<file path="config.mk">
export PLATFORM = sky130hd
export DESIGN_NAME = mul_sequencer_flat
export DESIGN_NICKNAME = d
export VERILOG_FILES = /design/src/rtl/mul_pkg.sv /design/src/rtl/mul_sequencer_if.sv /design/src/rtl/mul_step.sv /design/src/rtl/mul_sequencer.sv /design/src/flat_wrapper.sv
export SDC_FILE = /design/constraint.sdc
export NUM_CORES = 1
export LEC_CHECK = 0
export BUFFER_PORTS_ARGS = -buffer_cell sky130_fd_sc_hd__buf_4
export CORE_ASPECT_RATIO = 1.2
export CORE_MARGIN = 1
export CORE_UTILIZATION = 50
export DETAILED_ROUTE_END_ITERATION = 6
export PLACE_DENSITY = 0.78
export SYNTH_ARGS = -nofsm -noshare
export SYNTH_HDL_FRONTEND = slang
export SYNTH_SLANG_ARGS = --single-unit
</file>
<file path="constraint.sdc">
create_clock -name clk -period 2.99 [get_ports clk]
set_clock_uncertainty 0.1 [all_clocks]
set_input_delay 0.598 -clock clk [delete_from_list [all_inputs] [get_ports clk]]
set_output_delay 0.598 -clock clk [all_outputs]
set_load 0.05 [all_outputs]
</file>
<file path="src/rtl/mul_pkg.sv">
// mul_pkg: shared definitions for the shift-add multiplier controller.
//   MUL_WIDTH  default operand width
//   mul_cnt_w  width of an iteration counter that can hold the value w
//   MUL_CNT_W  counter width for the default operand width
//   state_t    controller state encoding
`timescale 1ns/1ps
package mul_pkg;

    localparam int MUL_WIDTH = 8;

    function automatic int mul_cnt_w(input int w);
        return $clog2(w + 1);
    endfunction

    localparam int MUL_CNT_W = mul_cnt_w(MUL_WIDTH);

    typedef enum logic [2:0] {
        IDLE = 3'd0,
        PREP = 3'd1,
        ITER = 3'd2,
        FIX  = 3'd3,
        DONE = 3'd4
    } state_t;

endpackage

</file>
<file path="src/rtl/mul_sequencer_if.sv">
// mul_sequencer_if: request/result bundle of the multiplier controller.
//   req_valid / req_ready   operand handshake (requester -> controller)
//   data1, data2            multiplicand, multiplier
//   signed_mode             1: two's-complement operands, 0: unsigned
//   res_valid / res_ready   result handshake (controller -> consumer)
//   result                  low WIDTH bits of product
//   product                 full 2*WIDTH product
//   busy                    controller holds an operation
// Handshake rule (both channels): a transfer happens on a rising clock edge
// where valid and ready are both high. A producer keeps valid and its data
// steady until that edge; ready may be asserted independently of valid.
// master: requester/consumer side.  slave: the controller.
`timescale 1ns/1ps
interface mul_sequencer_if
    import mul_pkg::*;
#(
    parameter int WIDTH = MUL_WIDTH
) ();

    logic                 req_valid;
    logic                 req_ready;
    logic [WIDTH-1:0]     data1;
    logic [WIDTH-1:0]     data2;
    logic                 signed_mode;
    logic                 res_valid;
    logic                 res_ready;
    logic [WIDTH-1:0]     result;
    logic [2*WIDTH-1:0]   product;
    logic                 busy;

    modport master (
        output req_valid, data1, data2, signed_mode, res_ready,
        input  req_ready, res_valid, result, product, busy
    );

    modport slave (
        input  req_valid, data1, data2, signed_mode, res_ready,
        output req_ready, res_valid, result, product, busy
    );

endinterface

</file>
<file path="src/rtl/mul_step.sv">
// mul_step: one combinational add-and-shift step of the multiplier.
//   acc          upper half of the running product
//   mcand        multiplicand magnitude
//   mplier       lower half: remaining multiplier bits, product bits shifted in on top
//   acc_next     upper half after the step
//   mplier_next  lower half after the step
`timescale 1ns/1ps
module mul_step #(
    parameter int WIDTH = 8
) (
    input  logic [WIDTH-1:0] acc,
    input  logic [WIDTH-1:0] mcand,
    input  logic [WIDTH-1:0] mplier,
    output logic [WIDTH-1:0] acc_next,
    output logic [WIDTH-1:0] mplier_next
);

    logic [WIDTH-1:0] addend;
    logic [WIDTH:0]   sum;

    always_comb begin
        addend      = mplier[0] ? mcand : '0;
        // WIDTH+1 bits keep the carry so the shift below brings it into acc.
        sum         = {1'b0, acc} + {1'b0, addend};
        acc_next    = sum[WIDTH:1];
        mplier_next = {sum[0], mplier[WIDTH-1:1]};
    end

endmodule

</file>
<file path="src/rtl/mul_sequencer.sv">
// mul_sequencer: multi-cycle shift-add multiplier controller (ALU MUL).
// Takes one operand pair, runs WIDTH add-and-shift steps through a single
// mul_step, fixes the sign and holds the product until the consumer takes it.
//   clk        rising-edge clock
//   reset      asynchronous active-high reset
//   bus        mul_sequencer_if.slave (operand and result handshakes)
//   dbg_state  current controller state
// Optional build macro MUL_EARLY_TERM_EN: leave ITER as soon as the remaining
// multiplier bits are all zero (at least one step is always taken).
// Flow: IDLE -> PREP -> ITER -> FIX -> DONE -> IDLE.
`timescale 1ns/1ps
module mul_sequencer
    import mul_pkg::*;
#(
    parameter int WIDTH = MUL_WIDTH
) (
    input  logic            clk,
    input  logic            reset,
    mul_sequencer_if.slave  bus,
    output state_t          dbg_state
);

    localparam int CNT_W = mul_cnt_w(WIDTH);

    state_t               state_q, state_d;
    logic [CNT_W-1:0]     cnt_q;
    logic [WIDTH-1:0]     d1_q, d2_q;
    logic                 smode_q;
    logic                 sign_q;
    logic [WIDTH-1:0]     mcand_q;
    logic [WIDTH-1:0]     mplier_q;
    logic [WIDTH-1:0]     acc_q;
    logic [2*WIDTH-1:0]   product_q;
    logic [WIDTH-1:0]     acc_next, mplier_next;
    logic [2*WIDTH-1:0]   mag;
    logic                 iter_exit;
`ifdef MUL_EARLY_TERM_EN
    // Unconsumed multiplier bits; zero means the remaining steps only shift.
    logic [WIDTH-1:0]     rem_q;
`endif

    mul_step #(.WIDTH(WIDTH)) u_step (
        .acc         (acc_q),
        .mcand       (mcand_q),
        .mplier      (mplier_q),
        .acc_next    (acc_next),
        .mplier_next (mplier_next)
    );

    // ITER leaves on the cycle after the counter has reached zero, so the
    // step count is WIDTH and ITER occupies WIDTH+1 cycles.
    always_comb begin
        iter_exit = (cnt_q == '0);
`ifdef MUL_EARLY_TERM_EN
        if (rem_q == '0 && cnt_q != CNT_W'(WIDTH))
            iter_exit = 1'b1;
`endif
    end

    // After an early exit the product sits cnt_q bits too high in {acc, mplier};
    // the bits below it are the all-zero unconsumed multiplier bits.
    always_comb begin
`ifdef MUL_EARLY_TERM_EN
        mag = {acc_q, mplier_q} >> cnt_q;
`else
        mag = {acc_q, mplier_q};
`endif
    end

    always_comb begin
        state_d = state_q;
        case (state_q)
            IDLE:    if (bus.req_valid) state_d = PREP;
            PREP:    state_d = ITER;
            ITER:    if (iter_exit) state_d = FIX;
            FIX:     state_d = DONE;
            DONE:    if (bus.res_ready) state_d = IDLE;
            default: state_d = IDLE;
        endcase
    end

    always_ff @(posedge clk or posedge reset) begin
        if (reset) state_q <= IDLE;
        else       state_q <= state_d;
    end

    always_ff @(posedge clk or posedge reset) begin
        if (reset) begin
            cnt_q     <= '0;
            d1_q      <= '0;
            d2_q      <= '0;
            smode_q   <= 1'b0;
            sign_q    <= 1'b0;
            mcand_q   <= '0;
            mplier_q  <= '0;
            acc_q     <= '0;
            product_q <= '0;
`ifdef MUL_EARLY_TERM_EN
            rem_q     <= '0;
`endif
        end else begin
            case (state_q)
                IDLE: begin
                    if (bus.req_valid) begin
                        d1_q    <= bus.data1;
                        d2_q    <= bus.data2;
                        smode_q <= bus.signed_mode;
                    end
                end
                PREP: begin
                    sign_q   <= smode_q & (d1_q[WIDTH-1] ^ d2_q[WIDTH-1]);
                    // Negating the most negative value wraps to itself, which
                    // read as unsigned is exactly its magnitude.
                    mcand_q  <= (smode_q && d1_q[WIDTH-1]) ? (~d1_q + 1'b1) : d1_q;
                    mplier_q <= (smode_q && d2_q[WIDTH-1]) ? (~d2_q + 1'b1) : d2_q;
                    acc_q    <= '0;
                    cnt_q    <= CNT_W'(WIDTH);
`ifdef MUL_EARLY_TERM_EN
                    rem_q    <= (smode_q && d2_q[WIDTH-1]) ? (~d2_q + 1'b1) : d2_q;
`endif
                end
                ITER: begin
                    if (!iter_exit) begin
                        acc_q    <= acc_next;
                        mplier_q <= mplier_next;
                        cnt_q    <= cnt_q - CNT_W'(1);
`ifdef MUL_EARLY_TERM_EN
                        rem_q    <= rem_q >> 1;
`endif
                    end
                end
                FIX: begin
                    // Two's-complement negation of 0 is 0, so no -0 case arises.
                    product_q <= sign_q ? (~mag + 1'b1) : mag;
                end
                default: ;
            endcase
        end
    end

    assign bus.req_ready = (state_q == IDLE);
    assign bus.res_valid = (state_q == DONE);
    assign bus.busy      = (state_q != IDLE);
    assign bus.product   = product_q;
    assign bus.result    = product_q[WIDTH-1:0];
    assign dbg_state     = state_q;

endmodule
</file>
<file path="src/flat_wrapper.sv">
// flat-port wrapper written by rule: the top's interface ports become plain ports
module mul_sequencer_flat import mul_pkg::*;
#(
    parameter int WIDTH = MUL_WIDTH
)
  (clk, reset, dbg_state, bus_req_valid, bus_data1, bus_data2, bus_signed_mode, bus_res_ready, bus_req_ready, bus_res_valid, bus_result, bus_product, bus_busy);
  mul_sequencer_if #(.WIDTH(WIDTH)) bus_i ();
  input  logic clk;
  input  logic reset;
  output state_t dbg_state;
  input wire logic [$bits(bus_i.req_valid)-1:0] bus_req_valid;
  input wire logic [$bits(bus_i.data1)-1:0] bus_data1;
  input wire logic [$bits(bus_i.data2)-1:0] bus_data2;
  input wire logic [$bits(bus_i.signed_mode)-1:0] bus_signed_mode;
  input wire logic [$bits(bus_i.res_ready)-1:0] bus_res_ready;
  output wire logic [$bits(bus_i.req_ready)-1:0] bus_req_ready;
  output wire logic [$bits(bus_i.res_valid)-1:0] bus_res_valid;
  output wire logic [$bits(bus_i.result)-1:0] bus_result;
  output wire logic [$bits(bus_i.product)-1:0] bus_product;
  output wire logic [$bits(bus_i.busy)-1:0] bus_busy;
  assign bus_i.req_valid = bus_req_valid;
  assign bus_i.data1 = bus_data1;
  assign bus_i.data2 = bus_data2;
  assign bus_i.signed_mode = bus_signed_mode;
  assign bus_i.res_ready = bus_res_ready;
  assign bus_req_ready = bus_i.req_ready;
  assign bus_res_valid = bus_i.res_valid;
  assign bus_result = bus_i.result;
  assign bus_product = bus_i.product;
  assign bus_busy = bus_i.busy;
  mul_sequencer #(.WIDTH(WIDTH)) u_core (.clk(clk), .reset(reset), .bus(bus_i), .dbg_state(dbg_state));
endmodule
</file>
Yosys cells after proc, flatten, opt, wreduce, memory -nomap -nowiden
Index checks and enable logic that the tools add are counted.

Add/sub/neg operators: 5. Equality and inequality tests: 8. Multiplexer cells: 14. Bitwise logic cells: 5. Reductions and logical operators: 9.

Operators by type and width (count): 8-bit two-way mux (5); 8-bit case mux with 2 select lines (2); 16-bit by 1-bit adder with 16-bit output, second input constant (1); 8-bit by 1-bit adder with 8-bit output, second input constant (2); 16-bit two-way mux (1); 16-bit inverter (1); 8-bit inverter (2); 3-bit case mux with 5 select lines (1); 8-bit by 8-bit adder with 9-bit output (1); 3-bit two-way mux (3); 4-bit case mux with 2 select lines (1); 3-bit by 2-bit equality test with 1-bit output, second input constant (2); 2-bit inequality test, second input constant (3); 4-bit zero test (1); 4-bit two-way mux (1); 2-bit AND reduction (2); 4-bit by 1-bit subtractor with 4-bit output, second input constant (1); 3-bit by 1-bit equality test with 1-bit output, second input constant (1); 3-bit equality test, second input constant (1); 3-bit zero test (1); 3-bit AND reduction (1); 3-bit nonzero test (1); 1-bit logical AND (2); 2-bit by 1-bit inequality test with 1-bit output, second input constant (1); 3 further kinds (3).

Bits in registers: 65. Bits of input ports: 21. Output and inout bits: 30. Logic and storage cells: 51.

Longest topological paths before layout
Depth in word-level cells: 4. Mapped depth: 9. Mapped depth without buffers: 8.

Hierarchy
Synthesis repeated with hierarchy kept, for this count alone.

Cell total of the unflattened synthesis: 391. Area total of the unflattened synthesis: 3639.7 um^2.

By module, submodules not included: mul_sequencer (instances 1, cells each 334, area each 3213.1 um^2, seq. area each 1626.6 um^2); mul_step (instances 1, cells each 57, area each 426.7 um^2, seq. area each 0.0 um^2).

Worst setup path after synthesis
No wires, ideal clock.

Path type: reg2out. From: register u_core.state_q[0] (netlist: u_core.dbg_state[0]). To: output bus_busy. Data arrival time: 1951 ps. Required time: 2292 ps. Setup slack: 341 ps. Stages on the path, launching flop included: 4. Path buffers: 1. Path through: dfrtp_1 buf_6 nor3_2 inv_1.

Cells in the longest elaborated chain, start to end: 1.

RTL lines: start, declared (RTL line mul_sequencer.sv:25) `state_t state_q, state_d;`; start signal, assigned (RTL line mul_sequencer.sv:84) `else state_q <= state_d;`; 3-bit nonzero test (RTL line mul_sequencer.sv:143) `assign bus.busy = (state_q != IDLE);`; end, declared (RTL line flat_wrapper.sv:20) `output wire logic [$bits(bus_i.busy)-1:0] bus_busy;`.

Every way passes these cells.

Worst setup path in the final report
From: register u_core.cnt_q[0]. To: register u_core.mplier_q[2].

Cells in the longest elaborated chain, start to end: 3.

RTL lines: start, declared (RTL line mul_sequencer.sv:26) `logic [CNT_W-1:0] cnt_q;`; start signal, assigned (RTL line mul_sequencer.sv:117) `cnt_q <= CNT_W'(WIDTH);`; start signal, assigned (RTL line mul_sequencer.sv:126) `cnt_q <= cnt_q - CNT_W'(1);`; 4-bit zero test (RTL line mul_sequencer.sv:53) `iter_exit = (cnt_q == '0);`; 2-bit inequality test (no source line); 2-bit AND reduction (no source line); end signal, assigned (RTL line mul_sequencer.sv:115) `mplier_q <= (smode_q && d2_q[WIDTH-1]) ? (~d2_q + 1'b1) : d2_q;`; end signal, assigned (RTL line mul_sequencer.sv:125) `mplier_q <= mplier_next;`; end, declared (RTL line mul_sequencer.sv:31) `logic [WIDTH-1:0] mplier_q;`.

Every way passes these cells. A chain may end at the register's enable or synchronous reset.

==> results.yml <==
clocking:
  clock-sinks: 65
  holdBufCountCts: 0
  clk_latency_ps: 340
  cts_tree: "yes"
  cts_setup_buffers: 0
  cts_buffer_depth: 2
  htree_num_levels: 3
  clockRootBuffer: "clkbuf_8"
  cts_resized: 0
  numCtsBuffers: 9
  clkTransAtPathRegs_ps: 70
global_routing:
  antenna_found_initial: 0
  grt_max_degree: 66
  grt_usage: 0.205
  first_global_vias: 2634
  grt_pass1_wl_um: 11900
  overflow: 0
worst_setup_path:
  worstPathRequired_ps: 3130
  path_class: "flop to flop"
  arrival_ps: 2470
  r2r_cells: 8
  rrSetupSlack_ps: 660
  cp-start-kind: "flop"
  worstSetupEndpointType: "flop"
  cp_max_fo: 12
  r2r-start: "u_core.cnt_q[0]"
  rr_endpoint: "u_core.mplier_q[2]"
min_path:
  worstHoldPathType: "input pin to flop"
  min_to: "u_core.dbg_state[2]"
  whs_path_depth: 2
  min_from: "bus_res_ready"
synthesis:
  ys_seq_area_frac: 0.444
  synth_cell_type_count: 51
  synth_area_sq_um: 3670
  syn_inst: 375
  ys.flop_type: "dfrtp_1"
  ys_async_sr_fraction: 1.00
  yosysWarnings: 0
  ys_seq_elements: 65
  synth_edf_count: 0
  synth_nets: 410
  avgSynthCellArea_sq_um: 9.78
sta:
  finalCriticalPeriod_ps: 2330
  hold_violations: 0
  rsz0062_at_grt: "false"
  tightest_slew_ps: 797
  max_slew_margin: 0.468
  setup_viol_count_final: 0
  setup_tns_ps: 0
  period_share: 0.780
  maxSlewViolCount: 0
  max_freq_mhz: 429
finish:
  fin_nets: 448
  areaGrowthSynthToFinish_pct: 14.7
  antenna_cells: 0
  fillers: 626
  drive_above_1_share: 0.234
die:
  die_y_um: 95.8
  core-area_sq_um: 6980
  dieArea_sq_um: 7680
  chipWidth_um: 80.2
  start_util: 0.526
  std_cell_rows: 33
  ios: 51
place:
  finalWeightedCongestion: 0.866
  port_buffers: 50
  hpwl_um: 5070
route:
  vias_per_cell: 5.34
  drtAntennaViolNets: 0
  dr.pass1.iters: 4
  dr.first_iter.drc_count: 164
  drcViolationCount: 0
  wl_per_cell_um: 13.7
  vias: 2698
  routed_wirelength_um: 6910
pwr:
  p_leak_nw: 1.97
  max-vdd-ir-drop_uv: 639
  power_mw: 5.23
  power_density_nw_per_um2: 1240
run:
  drv_cap: 0
status:
  status: "finished, final reports clean"
## area by class of cell
type | count | area, sq um | area share
tap | 87 | 109 | 0.0259
clock buffer | 10 | 138 | 0.0327
clock inverter | 6 | 57.6 | 0.0137
multi-input combinational | 270 | 1820 | 0.433
sequential | 65 | 1630 | 0.387
inverter | 13 | 48.8 | 0.0116
timing repair buffer | 54 | 405 | 0.0964
## critical path, stage by stage, from the launching register on
cell and delay, ps:
dfrtp_1 430, inv_1 110, ha_1 150, nor3b_2 390, nor3b_1 120, o21bai_2 440
buf_4 270, a211oi_1 60, a21o_1 180
## synthesized netlist by cell type, types with 9 or more instances
library cell / n / area share
o21ai_0: 36 / 0.049
mux2_2: 12 / 0.037
xor2_1: 21 / 0.050
and2_1: 9 / 0.015
xnor2_1: 9 / 0.021
ha_1: 13 / 0.044
dfrtp_1: 65 / 0.44
a21oi_1: 9 / 0.012
o21ai_1: 14 / 0.019
buf_4: 12 / 0.025
inv_1: 13 / 0.013
nand3_1: 13 / 0.018
nor2_1: 14 / 0.014
nand2_1: 58 / 0.059
## cell usage in the layout (no fill, tap or decap), drive strengths merged, types with 3 or more instances in the layout
cell type  count
nor3           4
a21oi          9
inv           13
clkbuf        10
a211oi         4
nand2         59
o21ai         50
clkinv         4
xor2          21
nor3b          5
mux2i          4
xnor2          9
nor4           6
nand3         13
dfrtp         65
o31ai          7
nor2          15
mux2          12
a21o           3
or3            4
and2           9
buf           54
ha            13
## power breakdown
part           switching (mW)  internal (mW)  total (mW)
clock network           0.330          0.401       0.731
logic                    1.70           1.06        2.76
registers               0.463           1.27        1.73
## cell families (layout without fill, tap and decap cells)
logic type | Yosys count | count (layout) | synth area share
adders and majority gates | 14 | 14 | 0.0498
buffers and inverters | 40 | 83 | 0.0597
DFF | 65 | 65 | 0.444
and+or+nand+nor | 125 | 125 | 0.187
AOI/OAI and AO/OA | 85 | 85 | 0.141
xor gates and xnor gates | 30 | 30 | 0.0717
muxes | 16 | 16 | 0.0478
## through the flow
step           hold WS, ps  setup WS (ps)  utilization  area [sq um]  instances
2_1_floorplan          338            341            -          3670        375
3_3_place_gp           351            775        0.575          4010        489
3_5_place_dp           357            707        0.575          4010        489
4_1_cts                337            659        0.603          4210        505
5_1_grt                337            507        0.603          4210        505
6_report               349            657        0.603          4210        505
## sequential cells by signal (all words and copies together), names as in the netlist
name,count
u_core.mcand_q,8
u_core.bus.product,16
u_core.dbg_state,3
u_core.acc_q,8
u_core.mplier_q,8
u_core.sign_q,1
u_core.d2_q,8
u_core.cnt_q,4
u_core.d1_q,8
u_core.smode_q,1
## routing by layer
metal | share of wire | global-route usage
met1 | 0.43 | 0.233
met2 | 0.50 | 0.362
met3 | 0.045 | 0.0294
met4 | 0.019 | 0.129
met5 | 0 | 0
## how the worst max path moves through the flow
stage / start / end / cells after the start
floorplan: u_core.dbg_state[0] / bus_busy / 3
global placement: u_core.mplier_q[0] / u_core.acc_q[5] / 8
detailed placement: u_core.cnt_q[0] / u_core.mplier_q[2] / 8
CTS: u_core.cnt_q[0] / u_core.mplier_q[2] / 8
global route: u_core.cnt_q[0] / u_core.mplier_q[2] / 8
finish: u_core.cnt_q[0] / u_core.mplier_q[2] / 8
No activity file was read; power rests on OpenSTA's default activity.
